===== src/rtl/mem_pkg.sv =====
// Shared types and constants for the memory access stage.
package mem_pkg;

    typedef enum logic {
        IDLE = 1'b0,
        BUSY = 1'b1
    } state_e;

    localparam logic [2:0] F3_B  = 3'b000;
    localparam logic [2:0] F3_H  = 3'b001;
    localparam logic [2:0] F3_W  = 3'b010;
    localparam logic [2:0] F3_BU = 3'b100;
    localparam logic [2:0] F3_HU = 3'b101;

    // Encodings with no defined load/store size.
    function automatic logic f3_illegal(input logic [2:0] f3);
        return (f3 == 3'b011) || (f3 == 3'b110) || (f3 == 3'b111);
    endfunction

endpackage


===== src/rtl/load_store_align.sv =====
// Byte-lane steering for stores, lane extraction/extension for loads,
// and misalignment/illegal-size detection.
module load_store_align
    import mem_pkg::*;
(
    input  logic [1:0]  addr_lo_i,
    input  logic [2:0]  funct3_i,
    input  logic        is_store_i,
    input  logic [31:0] store_data_i,
    input  logic [31:0] rdata_i,
    output logic [3:0]  be_o,
    output logic [31:0] wdata_o,
    output logic [31:0] load_data_o,
    output logic        fault_o
);

    logic [7:0]  byte_sel;
    logic [15:0] half_sel;

    always_comb begin
        fault_o = f3_illegal(funct3_i);
        case (funct3_i[1:0])
            2'b01:   if (addr_lo_i[0]) fault_o = 1'b1;
            2'b10:   if (addr_lo_i != 2'b00) fault_o = 1'b1;
            default: ;
        endcase
    end

    always_comb begin
        be_o    = 4'hF;
        wdata_o = store_data_i;
        if (is_store_i) begin
            case (funct3_i[1:0])
                2'b00: begin
                    be_o    = 4'b0001 << addr_lo_i;
                    wdata_o = {4{store_data_i[7:0]}};
                end
                2'b01: begin
                    be_o    = 4'b0011 << addr_lo_i;
                    wdata_o = {2{store_data_i[15:0]}};
                end
                default: ;
            endcase
        end
    end

    always_comb begin
        unique case (addr_lo_i)
            2'd0: byte_sel = rdata_i[7:0];
            2'd1: byte_sel = rdata_i[15:8];
            2'd2: byte_sel = rdata_i[23:16];
            2'd3: byte_sel = rdata_i[31:24];
        endcase
        half_sel = addr_lo_i[1] ? rdata_i[31:16] : rdata_i[15:0];
    end

    always_comb begin
        load_data_o = '0;
        case (funct3_i)
            F3_B:    load_data_o = {{24{byte_sel[7]}}, byte_sel};
            F3_H:    load_data_o = {{16{half_sel[15]}}, half_sel};
            F3_W:    load_data_o = rdata_i;
            F3_BU:   load_data_o = {24'h0, byte_sel};
            F3_HU:   load_data_o = {16'h0, half_sel};
            default: load_data_o = '0;
        endcase
    end

endmodule


===== src/rtl/mem_access_unit.sv =====
// MEM stage: issues data-memory requests, holds the slot across wait states,
// and registers the MEM/WB outputs.
module mem_access_unit
    import mem_pkg::*;
(
    input  logic        clk,
    input  logic        reset,

    input  logic        valid_m,
    input  logic [31:0] ALUResultM,
    input  logic [31:0] WriteDataM,
    input  logic [4:0]  RdM,
    input  logic [31:0] PCPlus4M,
    input  logic        MemReadM,
    input  logic        MemWriteM,
    input  logic [2:0]  Funct3M,

    output logic        dmem_req,
    output logic        dmem_we,
    output logic [31:0] dmem_addr,
    output logic [31:0] dmem_wdata,
    output logic [3:0]  dmem_be,
    input  logic        dmem_ready,
    input  logic [31:0] dmem_rdata,

    output logic        StallM,
    output logic        valid_w,
    output logic [31:0] ReadDataW,
    output logic [31:0] ALUResultW,
    output logic [4:0]  RdW,
    output logic [31:0] PCPlus4W,
    output logic        FaultW
);

    state_e      state_q, state_d;

    logic [31:0] addr_q, wdata_q, pc_q;
    logic [4:0]  rd_q;
    logic [2:0]  f3_q;
    logic        we_q;

    logic        busy;
    logic        mem_op;
    logic        fault;
    logic        complete;

    logic [31:0] a_addr, a_wdata, a_pc;
    logic [4:0]  a_rd;
    logic [2:0]  a_f3;
    logic        a_we;

    logic [3:0]  al_be;
    logic [31:0] al_wdata, al_load;
    logic        al_fault;

    logic        valid_w_q, valid_w_d;
    logic        fault_w_q, fault_w_d;
    logic [31:0] rdata_w_q, rdata_w_d;
    logic [31:0] alu_w_q,   alu_w_d;
    logic [4:0]  rd_w_q,    rd_w_d;
    logic [31:0] pc_w_q,    pc_w_d;

    assign busy   = (state_q == BUSY);
    assign mem_op = valid_m & (MemReadM | MemWriteM);

    // A single aligner serves both phases: live slot in IDLE, held copy in BUSY.
    always_comb begin
        a_addr  = busy ? addr_q  : ALUResultM;
        a_wdata = busy ? wdata_q : WriteDataM;
        a_pc    = busy ? pc_q    : PCPlus4M;
        a_rd    = busy ? rd_q    : RdM;
        a_f3    = busy ? f3_q    : Funct3M;
        a_we    = busy ? we_q    : MemWriteM;
    end

    load_store_align u_align (
        .addr_lo_i    (a_addr[1:0]),
        .funct3_i     (a_f3),
        .is_store_i   (a_we),
        .store_data_i (a_wdata),
        .rdata_i      (dmem_rdata),
        .be_o         (al_be),
        .wdata_o      (al_wdata),
        .load_data_o  (al_load),
        .fault_o      (al_fault)
    );

    assign fault = !busy & mem_op & al_fault;

    always_ff @(posedge clk or negedge reset) begin
        if (!reset) state_q <= IDLE;
        else        state_q <= state_d;
    end

    always_comb begin
        state_d = state_q;
        unique case (state_q)
            IDLE: if (dmem_req && !dmem_ready) state_d = BUSY;
            BUSY: if (dmem_ready)              state_d = IDLE;
        endcase
    end

    always_comb begin
        dmem_req = 1'b0;
        if (reset) dmem_req = busy | (mem_op & !al_fault);
        dmem_we    = dmem_req & a_we;
        dmem_addr  = dmem_req ? {a_addr[31:2], 2'b00} : '0;
        dmem_wdata = dmem_req ? al_wdata : '0;
        dmem_be    = dmem_req ? al_be : '0;
        StallM     = dmem_req & !dmem_ready;
        complete   = dmem_req & dmem_ready;
    end

    always_ff @(posedge clk or negedge reset) begin
        if (!reset) begin
            addr_q  <= '0;
            wdata_q <= '0;
            pc_q    <= '0;
            rd_q    <= '0;
            f3_q    <= '0;
            we_q    <= 1'b0;
        end else if (!busy && StallM) begin
            addr_q  <= ALUResultM;
            wdata_q <= WriteDataM;
            pc_q    <= PCPlus4M;
            rd_q    <= RdM;
            f3_q    <= Funct3M;
            we_q    <= MemWriteM;
        end
    end

    always_comb begin
        valid_w_d = 1'b0;
        fault_w_d = 1'b0;
        rdata_w_d = '0;
        alu_w_d   = '0;
        rd_w_d    = '0;
        pc_w_d    = '0;
        if (StallM) begin
            valid_w_d = 1'b0;
        end else if (complete) begin
            valid_w_d = 1'b1;
            rdata_w_d = a_we ? '0 : al_load;
            alu_w_d   = a_addr;
            rd_w_d    = a_rd;
            pc_w_d    = a_pc;
        end else if (fault) begin
            valid_w_d = 1'b1;
            fault_w_d = 1'b1;
            alu_w_d   = ALUResultM;
            pc_w_d    = PCPlus4M;
        end else if (valid_m) begin
            valid_w_d = 1'b1;
            alu_w_d   = ALUResultM;
            rd_w_d    = RdM;
            pc_w_d    = PCPlus4M;
        end
    end

    always_ff @(posedge clk or negedge reset) begin
        if (!reset) begin
            valid_w_q <= 1'b0;
            fault_w_q <= 1'b0;
            rdata_w_q <= '0;
            alu_w_q   <= '0;
            rd_w_q    <= '0;
            pc_w_q    <= '0;
        end else begin
            valid_w_q <= valid_w_d;
            fault_w_q <= fault_w_d;
            rdata_w_q <= rdata_w_d;
            alu_w_q   <= alu_w_d;
            rd_w_q    <= rd_w_d;
            pc_w_q    <= pc_w_d;
        end
    end

    assign valid_w    = valid_w_q;
    assign FaultW     = fault_w_q;
    assign ReadDataW  = rdata_w_q;
    assign ALUResultW = alu_w_q;
    assign RdW        = rd_w_q;
    assign PCPlus4W   = pc_w_q;

endmodule


===== config.mk =====
export PLATFORM = sky130hd
export DESIGN_NAME = mem_access_unit
export DESIGN_NICKNAME = d
export VERILOG_FILES = /design/src/rtl/mem_pkg.sv /design/src/rtl/load_store_align.sv /design/src/rtl/mem_access_unit.sv
export SDC_FILE = /design/constraint.sdc
export NUM_CORES = 1
export LEC_CHECK = 0
export BUFFER_PORTS_ARGS = -buffer_cell sky130_fd_sc_hd__buf_2
export CORE_MARGIN = 2
export CORE_UTILIZATION = 55
export DETAILED_ROUTE_END_ITERATION = 12
export GPL_TIMING_DRIVEN = 0
export PLACE_DENSITY = 0.85
export SLEW_MARGIN = 5
export SYNTH_ARGS = -nofsm -noshare
export SYNTH_HDL_FRONTEND = slang
export SYNTH_SLANG_ARGS = --single-unit

===== constraint.sdc =====
create_clock -name clk -period 7.6 [get_ports clk]
set_clock_uncertainty 0.2 [all_clocks]
set_input_delay 1.52 -clock clk [delete_from_list [all_inputs] [get_ports clk]]
set_output_delay 1.52 -clock clk [all_outputs]
set_load 0.02 [all_outputs]

Word-level counts from Yosys, hierarchy flattened

Index checks and enable logic that the tools add are counted.

Flip-flop bits (word level): 209
Output and inout bits: 174
Logic and storage cells: 93

Equal/unequal tests: 12
Shift operators: 2
Muxes and demuxes: 45
Bitwise operators: 10
Reduce and logical (&&, ||, !) cells: 11

Operators with widths:

| kind                                            | number |
|---|---|
| 2-to-1 mux 32 bit                               | 17 |
| case mux 32 bit (5 select lines)                | 1 |
| case mux 32 bit (2 select lines)                | 1 |
| case mux 8 bit (4 select lines)                 | 1 |
| 2-to-1 mux 5 bit                                | 5 |
| 2-to-1 mux 16 bit                               | 1 |
| 2-to-1 mux 1 bit                                | 13 |
| == test 3 bit, second input constant            | 4 |
| 2-to-1 mux 4 bit                                | 2 |
| case mux 4 bit (2 select lines)                 | 1 |
| bitwise AND 1 bit                               | 7 |
| == test 2 bit, second input constant            | 3 |
| == test 3 x 2 -> 1 bit, second input constant   | 2 |
| == test 2 x 1 -> 1 bit, second input constant   | 2 |
| zero test 2 bit                                 | 2 |
| case mux 1 bit (2 select lines)                 | 2 |
| << shifter 1 x 2 -> 4 bit, first input constant | 1 |
| << shifter 2 x 2 -> 4 bit, first input constant | 1 |
| == test 3 x 1 -> 1 bit, second input constant   | 1 |
| zero test 1 bit                                 | 3 |
| zero test 3 bit                                 | 1 |
| 2-to-1 mux 3 bit                                | 1 |
| logical AND 1 bit                               | 2 |
| logical OR 1 bit                                | 2 |
| other kinds (3)                                 | 4 |

Logic depth before layout (Yosys ltp)

Gate-level depths: netlist of run 1.

Depth after elaboration: 13
Depth in mapped cells: 16
Depth with buffers taken out: 9

By module

Synthesis of run 1 repeated with hierarchy kept, for this count alone.

Cells, all modules: 1,040
Area, all modules: 11,104.4 um^2

Modules (own cells, without submodules):

| module           | instances | cells each | area an instance (um^2) | sequential area each (um^2) |
|---|---|---|---|---|
| mem_access_unit  | 1         | 886        | 9,875.7                 | 5,230.0 |
| load_store_align | 1         | 154        | 1,228.7                 | 0.0 |

Least setup slack after synthesis of run 1

Ideal clock, no wire load.

Kind: register to output
Start point: register state_q (netlist: busy)
End point: output port dmem_addr[30]
Arrival: 3,461 ps
Data required time: 5,880 ps
Setup slack: 2,419 ps
Cell stages (with the launch flop): 14
Buffers on the path: 6
Path through: dfrtp_1 > buf_6 > buf_2 > buf_2 > buf_1 > buf_2 > mux2i_1 > ha_1 > inv_1 > a2111o_1 > a21o_1 > nand2_1 > clkbuf_1 > nor2_1

Word-level cells in the longest chain between the ends: 11
Elaborated cells between the ends (all ways): 18

RTL lines:

| what                                                           | RTL line                                       | text |
|---|---|---|
| start: declaration                                             | mem_access_unit.sv:35                          | `state_e state_q, state_d;` |
| start signal: assignment                                       | mem_access_unit.sv:92                          | `else state_q <= state_d;` |
| 2-to-1 mux 3 bit                                               | mem_access_unit.sv:72                          | `a_f3 = busy ? f3_q : Funct3M;` |
| == test 3 x 2 -> 1 bit / == test 3 bit (equally long branches) | mem_pkg.sv:17                                  | `return (f3 == 3'b011) \|\| (f3 == 3'b110) \|\| (f3 == 3'b111);` |
| logical OR 1 bit (2 in series)                                 | mem_pkg.sv:17                                  |  |
| 2-to-1 mux 1 bit (on tied branches)                            | load_store_align.sv:24, load_store_align.sv:23 |  |
| case mux 1 bit (2 select lines)                                | load_store_align.sv:22                         | `case (funct3_i[1:0])` |
| zero test 1 bit                                                | mem_access_unit.sv:105                         | `if (reset) dmem_req = busy \| (mem_op & !al_fault);` |
| bitwise AND 1 bit                                              | mem_access_unit.sv:105                         |  |
| OR 1 bit                                                       | mem_access_unit.sv:105                         |  |
| 2-to-1 mux 1 bit                                               | mem_access_unit.sv:105                         |  |
| 2-to-1 mux 32 bit *                                            | mem_access_unit.sv:107                         | `dmem_addr = dmem_req ? {a_addr[31:2], 2'b00} : '0;` |
| end: declaration                                               | mem_access_unit.sv:20                          | `output logic [31:0] dmem_addr,` |

Mark *: on every way between the ends. The rest lies on a longest branch, timed or not.

Worst setup path in the final report of run 1

Start point: register state_q (netlist: busy)
End point: output port dmem_wdata[23]

Word-level cells in the longest chain between the ends: 11
Elaborated cells between the ends (all ways): 23

RTL lines:

| what                                                           | RTL line                                       | text |
|---|---|---|
| 2-to-1 mux 3 bit                                               | mem_access_unit.sv:72                          |  |
| == test 3 x 2 -> 1 bit / == test 3 bit (equally long branches) | mem_pkg.sv:17                                  |  |
| logical OR 1 bit (2 in series)                                 | mem_pkg.sv:17                                  |  |
| 2-to-1 mux 1 bit (on tied branches)                            | load_store_align.sv:24, load_store_align.sv:23 |  |
| case mux 1 bit (2 select lines)                                | load_store_align.sv:22                         |  |
| zero test 1 bit                                                | mem_access_unit.sv:105                         |  |
| bitwise AND 1 bit                                              | mem_access_unit.sv:105                         |  |
| OR 1 bit                                                       | mem_access_unit.sv:105                         |  |
| 2-to-1 mux 1 bit                                               | mem_access_unit.sv:105                         |  |
| 2-to-1 mux 32 bit *                                            | mem_access_unit.sv:108                         | `dmem_wdata = dmem_req ? al_wdata : '0;` |
| end: declaration                                               | mem_access_unit.sv:21                          | `output logic [31:0] dmem_wdata,` |

Marks and branches as above.

==> results of run 1 <==
logic make-up (layout without fill, tap and decap cells):
family                   count (synthesis)  count (layout)  share of synthesized area (%)
AO/OA/AOI/OAI                          184             184                           13.9
adder cells (fa/ha/maj)                  4               4                          0.503
buffers and inverters                   78             425                           3.73
flip-flops                             209             209                           52.6
multiplexers                           173             173                           20.9
other                                    1               3                         0.0377
AND/OR/NAND/NOR                        195             195                           8.33
critical path: cells and delay by family, from the launching register on:
family	cells	cell delay [ns]
flip-flops	1	0.40
adder cells (fa/ha/maj)	1	0.26
AO/OA/AOI/OAI	2	0.77
buffers and inverters	8	2.48
multiplexers	1	0.41
AND/OR/NAND/NOR	2	0.62
worst paths after layout:
| kind | from | to | depth (start not counted) |
|---|---|---|---|
| worst min-delay path | pc_q[24] | PCPlus4W[24] | 1 |
| worst max-delay path | busy | dmem_wdata[23] | 14 |
| max in group asynchronous | reset | addr_q[4] | 2 |
| worst min register to register | pc_q[24] | PCPlus4W[24] | 1 |
| min in group asynchronous | reset | wdata_q[17] | 1 |
| worst max register to register | busy | ALUResultW[3] | 13 |
cells in the mapped netlist, drive strengths merged:
| cell type | instances |
|---|---|
| a2111o | 1 |
| a211oi | 13 |
| a21boi | 1 |
| a21o | 2 |
| a21oi | 36 |
| a22o | 71 |
| a22oi | 22 |
| a31o | 1 |
| a31oi | 14 |
| a32o | 4 |
| a32oi | 2 |
| and2 | 1 |
| and3 | 8 |
| and3b | 1 |
| buf | 28 |
| clkbuf | 41 |
| conb | 1 |
| dfrtp | 209 |
| ha | 4 |
| inv | 9 |
| mux2 | 129 |
| mux2i | 44 |
| nand2 | 66 |
| nand3 | 16 |
| nand4 | 1 |
| nor2 | 86 |
| nor2b | 8 |
| nor3 | 2 |
| nor3b | 2 |
| o21a | 2 |
| o21ai | 6 |
| o21bai | 1 |
| o221ai | 4 |
| o31a | 3 |
| o32ai | 1 |
| or2 | 3 |
| or4 | 1 |
per-layer routing:
layer | vias to the layer above | routed length, microns | track usage (%)
li1 | 3705 | - | -
met1 | 4010 | 11300 | 38.4
met2 | 455 | 13800 | 48.9
met3 | 88 | 2230 | 4.71
met4 | 2 | 929 | 9.56
met5 | - | 11 | 0
final cells by class:
cell class,instances,share of cell area [%]
clock buffers,35,5.29
repair buffers,311,12.7
well taps,229,2.29
clock inverters,1,0.0401
diodes,1,0.0200
flip-flops and latches,209,41.9
multi-input cells,558,34.8
plain buffers,69,2.69
inverters,9,0.270
registers in the layout (all words and copies together), names as in the netlist, 3 cells and up:
signal	count
ALUResultW	32
addr_q	32
PCPlus4W	32
pc_q	32
ReadDataW	32
rd_q	5
f3_q	3
wdata_q	32
RdW	5
through the flow:
step | util, % | instances | instance area (sq um)
5_1_grt | 70.0 | 1421 | 12500
4_1_cts | 70.0 | 1421 | 12500
3_3_place_gp | 66.0 | 1384 | 11800
2_1_floorplan | - | 845 | 9950
6_report | 70.0 | 1422 | 12500
3_5_place_dp | 66.3 | 1385 | 11800
power breakdown:
part | switching [mW] | internal, mW | total, mW
registers | 0.192 | 1.44 | 1.63
clock network | 0.414 | 0.590 | 1.00
logic | 0.542 | 0.535 | 1.08
total | 1.15 | 2.56 | 3.71
==> flow_metrics.env, run 1 <==
export IMPL_finalWorstSetupSlack_ns=0.414
export IMPL_finalPower_mw=3.71
export IMPL_clock_path_buffers=3
export IMPL_cts_root_buf="clkbuf_16"
export IMPL_yosys_top_cells_area="dfrtp_1 (53%), mux2_2 (8.9%), mux2_4 (7.6%)"
export IMPL_cpMostUsedCell="buf_2"
export IMPL_status="finished clean"
export IMPL_mostFrequentLayoutCells="buf_2 (320), dfrtp_1 (209), nor2_1 (86)"
export IMPL_hp_class="flip-flop to flip-flop"
export IMPL_dp_hpwl_microns=20300
export IMPL_holdWs_ns=0.290
export IMPL_syn_area_sq_um=9940
export IMPL_start_util_pct=55.7
export IMPL_min_period_over_period_pct=94.5
export IMPL_synth_top_area_share_pct=52.6
export IMPL_cts_inserted_buffers=22
export IMPL_drt_pass1_iterations=7
export IMPL_yosys_warnings=0
export IMPL_seqCellArea_sq_um=5230
export IMPL_antenna_found_initial=2
export IMPL_finalSetupTns_ns=0
export IMPL_grt_setup_unrepaired="no"
export IMPL_vdd_drop_max_mv=0.191
export IMPL_cellPowerDensity_nw_per_um2=297
export IMPL_worst_skew_pair_late_latency_ns=0.49
export IMPL_tritoncts="done"
export IMPL_postCtsResizedCells=0
export IMPL_cts_sinks=209
export IMPL_synthToLayoutAreaGrowth_pct=25.6
export IMPL_maxCapViolCount=0
export IMPL_power_leakage_nw=6.47
export IMPL_fin_nets=1326
export IMPL_critPathMaxFanout=10
export IMPL_gp_congestion=0.902
export IMPL_grt_overflow=0
export IMPL_vias=8260
export IMPL_cts_hold_buf=0
export IMPL_place_ws_ns=1.05
export IMPL_dieArea_sq_um=19200
export IMPL_die_h_microns=138
export IMPL_maxSlewHeadroom_pct=42.3
export IMPL_fp_dieW_microns=138
export IMPL_crit_path_start_kind="flip-flop"
export IMPL_drive_gt1_share_pct=41.5
export IMPL_ys_seq_area_share_pct=52.6
export IMPL_slowest_stage="clkbuf_1"
export IMPL_vias_per_cell=5.81
export IMPL_post_cts_buffers=0
export IMPL_end_kind="output port"
export IMPL_reg2reg_slack_ns=2.67
export IMPL_htreeDepth=1
export IMPL_clk_pin_slew_ns=0.06
export IMPL_hold_viol=0
export IMPL_max_freq_mhz=139
export IMPL_ioPinCount=316
export IMPL_routedWlPerCell_microns=19.9
export IMPL_fillers=1306
export IMPL_io_buffers=310
export IMPL_avgSynthCellArea_sq_um=11.8
export IMPL_critPathKind="flip-flop to output port"
export IMPL_drv_slew=0
export IMPL_grt_max_degree=110
export IMPL_post_synth_num_cell_types=44
export IMPL_final_common_cell="buf_2"
export IMPL_setup_viol=0
export IMPL_wirelength_microns=28400
export IMPL_slowest_delay_ns=0.55
export IMPL_worstPathArrival_ns=5.47
export IMPL_finalCriticalPeriod_ns=7.19
export IMPL_grt_pass1_wl_microns=44900
export IMPL_ant_nets=0
export IMPL_rows=49
export IMPL_synth_top_area_cell="dfrtp_1"
export IMPL_drc_errors=0
export IMPL_grtUsageTotal_pct=28.9
export IMPL_path_cells="buf_6 > buf_2 > buf_2 > buf_1 > buf_2 > mux2i_1 > ha_1 > inv_1 > a2111o_1 > a21o_1 > nand2_1 > clkbuf_1 > nor2_1 > buf_2"
export IMPL_worst_pin_slew_ns=0.842
export IMPL_drtIter0Drc=699
export IMPL_core_region_area_sq_um=17800
export IMPL_synthCells=844
export IMPL_multi_input_area_sq_um=4350
export IMPL_ys_ff_latch=209
export IMPL_grt_pass1_vias=8369
export IMPL_critical_path_required_ns=5.88
(Power assumes the default switching activity.)
==> inputs of run 2 (changes only) <==
- CELL_PAD_IN_SITES_DETAIL_PLACEMENT: not set -> 2
- CELL_PAD_IN_SITES_GLOBAL_PLACEMENT: not set -> 2
- CORE_UTILIZATION: 55 -> 35
- PLACE_DENSITY: 0.85 -> not set
- PLACE_DENSITY_LB_ADDON: not set -> 0.1
- TNS_END_PERCENT: not set -> 10
==> run 2 against run 1 <==
Net effect: sequential power about the same; worst hold slack improved by 0.0093 ns; die area grew 55%; non-clock buffer count stayed put; worst setup slack worse by 0.018 ns; routed wire length rose by 24%; fmax is 0.25% lower.
==> flow_metrics.env, run 2 (synthesis gave the netlist of run 1 again) <==
export IMPL_status="finished clean"
export IMPL_place_ws_ns=0.908
export IMPL_placed_area_sq_um=12000
export IMPL_ioPinCount=316
export IMPL_critical_path_required_ns=5.88
export IMPL_routedWlPerCell_microns=22.2
export IMPL_tritoncts="done"
export IMPL_end_kind="output port"
export IMPL_clock_path_buffers=3
export IMPL_finalInstanceArea_sq_um=12900
export IMPL_grtUsageTotal_pct=23.4
export IMPL_cts_inserted_buffers=25
export IMPL_drive_gt1_share_pct=42.0
export IMPL_rr_startpoint="busy"
export IMPL_htreeDepth=1
export IMPL_reg2reg_to="ReadDataW[14]"
export IMPL_grt_pass1_vias=9233
export IMPL_grt_setup_unrepaired="no"
export IMPL_grt_overflow=0
export IMPL_mostFrequentLayoutCells="buf_2 (320), dfrtp_1 (209), nor2_1 (86)"
export IMPL_finalCoreUtilization_pct=46.2
export IMPL_io_buffers=310
export IMPL_wirelength_microns=35200
export IMPL_antenna_found_initial=6
export IMPL_worst_pin_slew_ns=0.933
export IMPL_worstPathArrival_ns=5.48
export IMPL_postCtsResizedCells=0
export IMPL_vias=8173
export IMPL_drtIter0Drc=381
export IMPL_die_h_microns=173
export IMPL_cts_root_buf="clkbuf_16"
export IMPL_reg2reg_slack_ns=2.55
export IMPL_synthToLayoutAreaGrowth_pct=29.3
export IMPL_vdd_drop_max_mv=0.171
export IMPL_ff2ff_path_depth=14
export IMPL_power_leakage_nw=6.55
export IMPL_gp_congestion=0.808
export IMPL_finalWorstSetupSlack_ns=0.396
export IMPL_start_util_pct=35.7
export IMPL_hold_end="PCPlus4W[13]"
export IMPL_cts_hold_buf=0
export IMPL_fillers=2934
export IMPL_hp_class="flip-flop to flip-flop"
export IMPL_cts_sinks=209
export IMPL_rows=61
export IMPL_grt_pass1_wl_microns=55400
export IMPL_setup_viol=0
export IMPL_cellPowerDensity_nw_per_um2=307
export IMPL_critPathMaxFanout=10
export IMPL_final_common_cell="buf_2"
export IMPL_drt_pass1_iterations=4
export IMPL_worstHoldStart="pc_q[13]"
export IMPL_dp_hpwl_microns=25100
export IMPL_min_period_over_period_pct=94.8
export IMPL_maxSlewHeadroom_pct=36.0
export IMPL_ant_nets=0
export IMPL_vias_per_cell=5.16
export IMPL_clk_pin_slew_ns=0.06
export IMPL_max_freq_mhz=139
export IMPL_finalPower_mw=3.95
export IMPL_drc_errors=0
export IMPL_worst_skew_pair_late_latency_ns=0.52
export IMPL_grt_max_degree=112
export IMPL_dieArea_sq_um=29800
export IMPL_drv_slew=0
export IMPL_critPathKind="flip-flop to output port"
export IMPL_finalCriticalPeriod_ns=7.20
export IMPL_maxCapViolCount=0
export IMPL_core_region_area_sq_um=27900
export IMPL_seqCellArea_sq_um=5230
export IMPL_fin_nets=1329
export IMPL_multi_input_area_sq_um=4350
export IMPL_fp_dieW_microns=173
export IMPL_crit_path_start_kind="flip-flop"
export IMPL_post_cts_buffers=0
export IMPL_hold_path_depth=1
export IMPL_hold_viol=0
==> run 2: changes by cell type in the layout (fill, tap and decap cells not counted), sizes merged <==
cell    delta
clkinv     +4
clkbuf     +2
bufinv     +3
diode      +5
==> run 2: how the worst max path moves through the flow <==
stage / from / end / slack, ns
3_5_place_dp: busy / dmem_wdata[21] / 0.91
6_report: busy / dmem_wdata[21] / 0.40
5_1_grt: busy / dmem_wdata[23] / 0.0008
2_1_floorplan: busy / dmem_addr[30] / 2.42
3_3_place_gp: reset / dmem_wdata[23] / -1.58
4_1_cts: busy / dmem_wdata[21] / 0.31
==> run 2: worst max-delay path: stages (launching register included) <==
cell,delay (ns)
dfrtp_1,0.42
buf_6,0.16
buf_2,0.26
buf_2,0.29
buf_1,0.56
buf_2,0.47
mux2i_1,0.38
ha_1,0.26
inv_1,0.08
a2111o_1,0.47
a21o_1,0.32
nand2_1,0.43
clkbuf_1,0.51
nor2_1,0.15
buf_2,0.19
==> run 2: layer usage <==
layer / global-route usage (%) / up-vias / routed length [microns] / part of all wire (%)
met2: 41.1 / 231 / 17700 / 50
met5: 0 / - / 11 / 0.031
met3: 4.24 / 39 / 1770 / 5.0
li1: - / 3721 / - / -
met1: 30.1 / 4180 / 15100 / 43
met4: 5.38 / 2 / 549 / 1.6
==> run 2: power breakdown <==
part,switching (mW),internal (mW)
clock,0.473,0.754
sequential,0.191,1.44
combinational,0.561,0.535
==> run 2: through the flow <==
step | std cells | hold slack [ns] | TNS (ns)
after global placement | 1533 | 0.273 | -89.17
after detailed placement | 1534 | 0.287 | 0
after global routing | 1582 | 0.317 | 0
after CTS | 1579 | 0.300 | 0
final | 1585 | 0.299 | 0
after floorplan | 845 | 0.267 | 0
==> run 2: layout make-up <==
type	count	area share, %
Sequential cell	209	40.7
Multi-Input combinational cell	558	33.8
Timing Repair Buffer	311	12.4
Clock buffer	37	5.60
Tap cell	378	3.68
Buffer	69	2.62
Clock inverter	8	0.895
Inverter	9	0.263
Antenna cell	6	0.117
==> inputs of run 3 (changes only) <==
- CELL_PAD_IN_SITES_DETAIL_PLACEMENT: 2 -> 0
- CELL_PAD_IN_SITES_GLOBAL_PLACEMENT: 2 -> 1
- CORE_UTILIZATION: 35 -> 43
==> run 3 against run 2 <==
Net effect: register-to-register slack improved by 0.21 ns; worst setup slack improved by 0.14 ns; first-iteration DRC count decreased by 18%; via count decreased by 2.9%; non-clock buffer count increased by 1; count of clock-buffer cells in the layout decreased by 2; flip-flop and latch count unchanged; sequential power about the same; design area decreased by 0.42%; utilization increased by 10 points; critical path type unchanged; critical endpoint is now dmem_wdata[22]; largest power group unchanged.
==> flow_metrics.env, run 3 (synthesis gave the netlist of run 1 again) <==
export IMPL_status="finished clean"
export IMPL_hp_class="flip-flop to flip-flop"
export IMPL_die_h_microns=156
export IMPL_min_period_over_period_pct=92.9
export IMPL_finalPower_mw=3.94
export IMPL_grt_setup_unrepaired="no"
export IMPL_worst_pin_slew_ns=0.941
export IMPL_finalWorstSetupSlack_ns=0.536
export IMPL_drtIter0Drc=314
export IMPL_drive_gt1_share_pct=42.4
export IMPL_synthToLayoutAreaGrowth_pct=28.8
export IMPL_gp_congestion=0.861
export IMPL_cellPowerDensity_nw_per_um2=307
export IMPL_critical_path_required_ns=5.88
export IMPL_fp_dieW_microns=156
export IMPL_place_ws_ns=1.03
export IMPL_finalSetupTns_ns=0
export IMPL_dp_hpwl_microns=21200
export IMPL_cts_inserted_buffers=24
export IMPL_grt_pass1_vias=8011
export IMPL_maxSlewHeadroom_pct=35.5
export IMPL_htreeDepth=1
export IMPL_clk_pin_slew_ns=0.06
export IMPL_worst_skew_pair_late_latency_ns=0.51
export IMPL_placed_area_sq_um=11900
export IMPL_cts_sinks=209
export IMPL_finalCriticalPeriod_ns=7.06
export IMPL_ant_nets=0
export IMPL_crit_path_start_kind="flip-flop"
export IMPL_dieArea_sq_um=24400
export IMPL_cts_hold_buf=0
export IMPL_cts_root_buf="clkbuf_16"
export IMPL_post_cts_buffers=0
export IMPL_holdWs_ns=0.292
export IMPL_io_buffers=310
export IMPL_vias=7936
export IMPL_wirelength_microns=28900
export IMPL_drv_slew=0
export IMPL_hold_viol=0
export IMPL_max_freq_mhz=142
export IMPL_fin_nets=1329
export IMPL_vias_per_cell=5.34
export IMPL_routedWlPerCell_microns=19.4
export IMPL_postCtsResizedCells=0
export IMPL_start_util_pct=43.9
export IMPL_vdd_drop_max_mv=0.174
export IMPL_drc_errors=0
export IMPL_critPathKind="flip-flop to output port"
export IMPL_core_region_area_sq_um=22600
export IMPL_finalInstanceArea_sq_um=12800
export IMPL_tritoncts="done"
export IMPL_antenna_found_initial=3
export IMPL_fillers=2052
export IMPL_grt_overflow=0
export IMPL_end_kind="output port"
export IMPL_ioPinCount=316
export IMPL_mostFrequentLayoutCells="buf_2 (320), dfrtp_1 (209), nor2_1 (86)"
export IMPL_worstPathArrival_ns=5.34
export IMPL_setup_viol=0
export IMPL_grtUsageTotal_pct=23.5
export IMPL_grt_max_degree=80
export IMPL_drt_pass1_iterations=7
export IMPL_grt_pass1_wl_microns=44900
export IMPL_power_leakage_nw=6.59
export IMPL_clock_path_buffers=3
export IMPL_final_common_cell="buf_2"
export IMPL_maxCapViolCount=0
export IMPL_critPathMaxFanout=10
export IMPL_rows=55
## run 3: through the flow
step                      utilization [%]  std cells
final                                56.6       1487
after global routing                 56.5       1486
after CTS                            56.5       1484
after detailed placement             52.6       1442
after global placement               52.4       1440
after floorplan                         -        845
## run 3: worst paths after layout
kind / from / end / slack (ns) / cells after the start
worst min register to register: pc_q[20] / PCPlus4W[20] / 0.29 / 1
worst max-delay path: busy / dmem_wdata[22] / 0.54 / 14
worst max register to register: busy / ReadDataW[16] / 2.76 / 13
worst min-delay path: pc_q[20] / PCPlus4W[20] / 0.29 / 1
max in group asynchronous: reset / ReadDataW[24] / 5.35 / 3
min in group asynchronous: reset / PCPlus4W[11] / 0.73 / 1
## run 3: final cells by class
type / instances / area [sq um] / area share (%)
sequential: 209 / 5230 / 40.8
multi-input combinational: 558 / 4350 / 33.9
timing repair buffer: 312 / 1620 / 12.6
clock buffer: 35 / 743 / 5.80
tap: 285 / 357 / 2.78
buffer: 69 / 337 / 2.63
clock inverter: 7 / 135 / 1.06
inverter: 9 / 33.8 / 0.264
antenna: 3 / 7.51 / 0.0586
## run 3: per-layer routing
metal | routed length (microns) | track usage, % | part of all wire, %
met1 | 12800 | 32.4 | 44
met3 | 1850 | 4.22 | 6.4
met5 | 13 | 0 | 0.045
met4 | 546 | 5.16 | 1.9
met2 | 13700 | 39.0 | 48
## run 3: critical path, stage by stage (launching register included)
cell and delay [ns]:
dfrtp_1 0.41, buf_6 0.16, buf_2 0.25, buf_2 0.27, buf_1 0.54, buf_2 0.45
mux2i_1 0.42, ha_1 0.26, inv_1 0.08, a2111o_1 0.46, a21o_1 0.30, nand2_1 0.40
clkbuf_1 0.48, nor2_1 0.16, buf_2 0.20
## run 3: where the power goes
part / switching (mW) / internal, mW
Clock: 0.455 / 0.808
Sequential: 0.174 / 1.44
Combinational: 0.528 / 0.536
Total: 1.16 / 2.78
